==> src/rtl/song_sequencer.sv <==
// Song sequencer: walks a song's ROM entries and hands each note and
// its duration to the note player, pulsing song_done at the end.
module song_sequencer #(
   parameter int IDX_W  = 5,
   parameter int NOTE_W = 6,
   parameter int DUR_W  = 6
) (
   input  logic                    clk,
   input  logic                    reset,
   input  logic                    play,
   input  logic                    reset_player,
   input  logic [1:0]              song,
   input  logic                    note_done,
   input  logic [NOTE_W+DUR_W-1:0] rom_data,
   output logic [IDX_W+1:0]        rom_addr,
   output logic [NOTE_W-1:0]       note_out,
   output logic [DUR_W-1:0]        duration_out,
   output logic                    new_note,
   output logic                    song_done
);

   typedef enum logic [2:0] {
      S_IDLE,
      S_FETCH,
      S_WAIT,
      S_ISSUE,
      S_PLAYING,
      S_DONE
   } state_t;

   localparam logic [IDX_W-1:0] IDX_LAST = '1;
   localparam logic [IDX_W-1:0] IDX_ONE  = 1;

   state_t           state;
   logic [IDX_W-1:0] idx;
   logic [1:0]       song_q;
   logic [IDX_W-1:0] idx_inc;
   logic             dur_zero;

   assign idx_inc  = idx + IDX_ONE;
   assign dur_zero = (rom_data[DUR_W-1:0] == '0);

   // Strobes decode the state register; play gates the issue strobe so
   // a paused note is announced in the first cycle play returns.
   assign new_note  = (state == S_ISSUE) && play && !reset_player;
   assign song_done = (state == S_DONE) && !reset_player;

   always_ff @(posedge clk or posedge reset) begin
      if (reset) begin
         state        <= S_IDLE;
         idx          <= '0;
         song_q       <= '0;
         rom_addr     <= '0;
         note_out     <= '0;
         duration_out <= '0;
      end else if (reset_player) begin
         state <= S_IDLE;
         idx   <= '0;
      end else begin
         unique case (state)
            S_IDLE: begin
               if (play) begin
                  song_q   <= song;
                  idx      <= '0;
                  rom_addr <= {song, {IDX_W{1'b0}}};
                  state    <= S_FETCH;
               end
            end
            S_FETCH: begin
               rom_addr <= {song_q, idx};
               if (play) state <= S_WAIT;
            end
            S_WAIT: begin
               if (dur_zero) begin
                  state <= S_DONE;
               end else begin
                  note_out     <= rom_data[NOTE_W+DUR_W-1:DUR_W];
                  duration_out <= rom_data[DUR_W-1:0];
                  state        <= S_ISSUE;
               end
            end
            S_ISSUE: begin
               if (play) state <= S_PLAYING;
            end
            S_PLAYING: begin
               if (note_done) begin
                  if (idx == IDX_LAST) begin
                     state <= S_DONE;
                  end else begin
                     // Address leads by one cycle so ROM data lands in WAIT
                     idx      <= idx_inc;
                     rom_addr <= {song_q, idx_inc};
                     state    <= S_FETCH;
                  end
               end
            end
            S_DONE: begin
               idx   <= '0;
               state <= S_IDLE;
            end
            default: state <= S_IDLE;
         endcase
      end
   end

endmodule

==> config.mk <==
export PLATFORM = sky130hd
export DESIGN_NAME = song_sequencer
export DESIGN_NICKNAME = d
export VERILOG_FILES = /design/src/rtl/song_sequencer.sv
export SDC_FILE = /design/constraint.sdc
export NUM_CORES = 1
export LEC_CHECK = 0
export CAP_MARGIN = 40
export CORE_UTILIZATION = 30
export CTS_BUF_LIST = sky130_fd_sc_hd__clkbuf_4
export DETAILED_ROUTE_END_ITERATION = 6
export GPL_ROUTABILITY_DRIVEN = 0
export SYNTH_ARGS = -nofsm -noshare
export SYNTH_HDL_FRONTEND = slang
export SYNTH_SLANG_ARGS = --single-unit
==> constraint.sdc <==
create_clock -name clk -period 2.8 [get_ports clk]
set_input_delay 0.7 -clock clk [delete_from_list [all_inputs] [get_ports clk]]
set_output_delay 0.7 -clock clk [all_outputs]
set_load 0.02 [all_outputs]
==> results.cfg <==
[outcome]
status = finished, final reports clean

[clock_network]
ctsHoldBuffers = 0
max-clock-path-buffers = 2
tritoncts.num_buffers = 5
cts_tree = done
cts_resized = 2
root_buffer = clkbuf_4
clock_latency_ns = 0.32
clkSlewWorstSetupHoldPaths_ns = 0.09
post_cts_buffers = 0
htreeDepth = 2
cts_sinks = 29

[flow_run]
cap_viol_max_count = 0

[power]
p_leak_nw = 0.846
ir_worst_vdd_mv = 0.357
pwr_density_cell_nw_per_um2 = 713
finalPower_w = 0.00142

[timing]
hold_viol_final = 0
rsz0062_at_grt = no
tightest_slew_ns = 0.484
max_freq_mhz = 385
report.final.slew_viol_count = 0
setup-violations-final = 0
fin_skew_ns = 0.00956
max-slew-margin-rel_pct = 67.7
min_period_ns = 2.60
period_share_pct = 92.9

[die]
ioPinCount = 40
die_y_um = 71.7
design.core.area_um2 = 4690
dieArea_um2 = 5150
die_w_um = 71.7
fp-row-count = 25
start_util_pct = 31.1

[place]
dp_hpwl_um = 2420
port_buffers = 39
dpl-instance-area_um2 = 1910

[cells_and_area]
multi_input_area_um2 = 659
area_delta_synth_final_pct = 36.2
layout_commonest_cell = clkdlybuf4s50_1
nFillCells = 458
fin_nets = 202
n_antenna_cell = 0
final_area_um2 = 1990
final-seq-area_um2 = 726
drive_above_1_share_pct = 10.4
layout_common_cells = clkdlybuf4s50_1, dfrtp_1, nor2_1, a21oi_1, mux2_1

[worst_setup_path]
cp_max_fo = 3
worstSetupPathType = input port to output pin
start_kind = input port
end_kind = output pin
cp.required_ns = 2.10
crit_slowest_cell = clkdlybuf4s50_1
cp.arrival_ns = 1.90
worstPathCellList = clkdlybuf4s50_1 -> nor4b_1 -> dlygate4sd2_1
cp_slowest_stage_delay_ns = 0.46

[global_routing]
antenna_found_initial = 0
grt_first_pass_wirelength_um = 5640
grt_max_degree = 30
grt-ovfl-total = 0
grt_use_total_pct = 14.5
grt_pass1_vias = 1246

[yosys]
syn-mean-instance-area_um2 = 10.6
yosys_most_used_dff = dfrtp_1
async_reset_ff_share_pct = 100
yosysUniqueCellTypes = 43
synth_area_leader_cell = dfrtp_1
ys_ff_latch = 29
synthCells = 137
syn_nets = 158
yosysWarnings = 0
syn_area_um2 = 1460
synthTopCellsByArea = dfrtp_1, mux2_1, a21oi_1, nor2_1, a22oi_1
yosysTopAreaCellShare_pct = 49.7
synth_edf_count = 0
ys_seq_area_share_pct = 49.7

[min_path]
hp-class = flop to flop

[detailed_routing]
routedWlPerCell_um = 14.1
drtAntennaViolNets = 0
avgViaCountPerCell = 5.03
first_iter_violations = 66
vias = 1186
first_pass_iters = 4
route.detailed.drc = 0
routed_wl_um = 3320
-- registers in the layout (all words and copies together) (netlist names) --
signal        count
rom_addr          7
duration_out      6
note_out          6
idx               5
state             3
song_q            2
-- final cells by class --
cell class	instances	area share, %
timing repair buffer	45	21.8
tap	54	3.40
sequential	29	36.5
multi-input combinational	94	33.2
clock inverter	2	1.70
inverter	6	1.13
clock buffer	6	2.27
-- critical path: cells and delay by family --
kind / cells / cell delay (ns)
simple gates: 1 / 0.36
buf+inv: 2 / 0.84
-- through the flow --
| stage | setup slack [ns] | setup TNS [ns] | hold slack, ns | utilization, % | std cells |
|---|---|---|---|---|---|
| 2_1_floorplan | 0.443 | 0 | 0.479 | - | 137 |
| 3_3_place_gp | -0.111 | -0.115 | 0.471 | 40.7 | 228 |
| 3_5_place_dp | -0.117 | -0.136 | 0.474 | 40.7 | 228 |
| 4_1_cts | 0.185 | 0 | 0.497 | 42.3 | 236 |
| 5_1_grt | 0.141 | 0 | 0.514 | 42.3 | 236 |
| 6_report | 0.199 | 0 | 0.492 | 42.3 | 236 |
-- cell families after synthesis --
logic type | Yosys count | share of synthesized area, %
AOI/OAI and AO/OA | 31 | 13.9
xor gates and xnor gates | 3 | 1.80
adders and majority gates | 2 | 1.71
buffers and inverters | 14 | 5.06
DFF | 29 | 49.7
muxes | 15 | 11.3
and+or+nand+nor | 43 | 16.5
-- where the power goes --
group / switching [W] / total, W / internal [W] / leakage, nW
Sequential: 0.0000581 / 0.000580 / 0.000522 / 0.362
Combinational: 0.000239 / 0.000494 / 0.000255 / 0.440
Clock: 0.000147 / 0.000343 / 0.000196 / 0.0433
-- worst paths after layout --
| path | end | start | cells past startpoint | slack [ns] |
|---|---|---|---|---|
| max | song_done | reset_player | 3 | 0.20 |
| min | note_out[5] | note_out[5] | 1 | 0.49 |
| max reg2reg | idx[0] | idx[0] | 7 | 0.49 |
| min reg2reg | note_out[5] | note_out[5] | 1 | 0.49 |
| max in group asynchronous | idx[4] | reset | 3 | 1.77 |
| min in group asynchronous | rom_addr[6] | reset | 3 | 0.74 |
-- synth_stat cells (all sizes together) (2+ instances only) --
cell    instances
a21oi          12
a22oi           6
and2            2
buf             5
clkbuf          3
dfrtp          29
ha              2
inv             6
mux2           12
mux2i           3
nand2           7
nand2b          2
nand3           5
nor2           13
nor2b           3
o21ai           5
xor2            2
-- per-layer routing --
metal / wire length [um] / up-vias / GRT usage, % / part of all wire [%]
li1: - / 578 / - / -
met1: 1420 / 569 / 16.1 / 43
met2: 1640 / 37 / 23.3 / 50
met3: 233 / 2 / 7.59 / 7.0
met4: 18 / 0 / 6.10 / 0.54
met5: 0 / - / 0 / 0
Note: power is estimated with default switching activity, not from simulation.
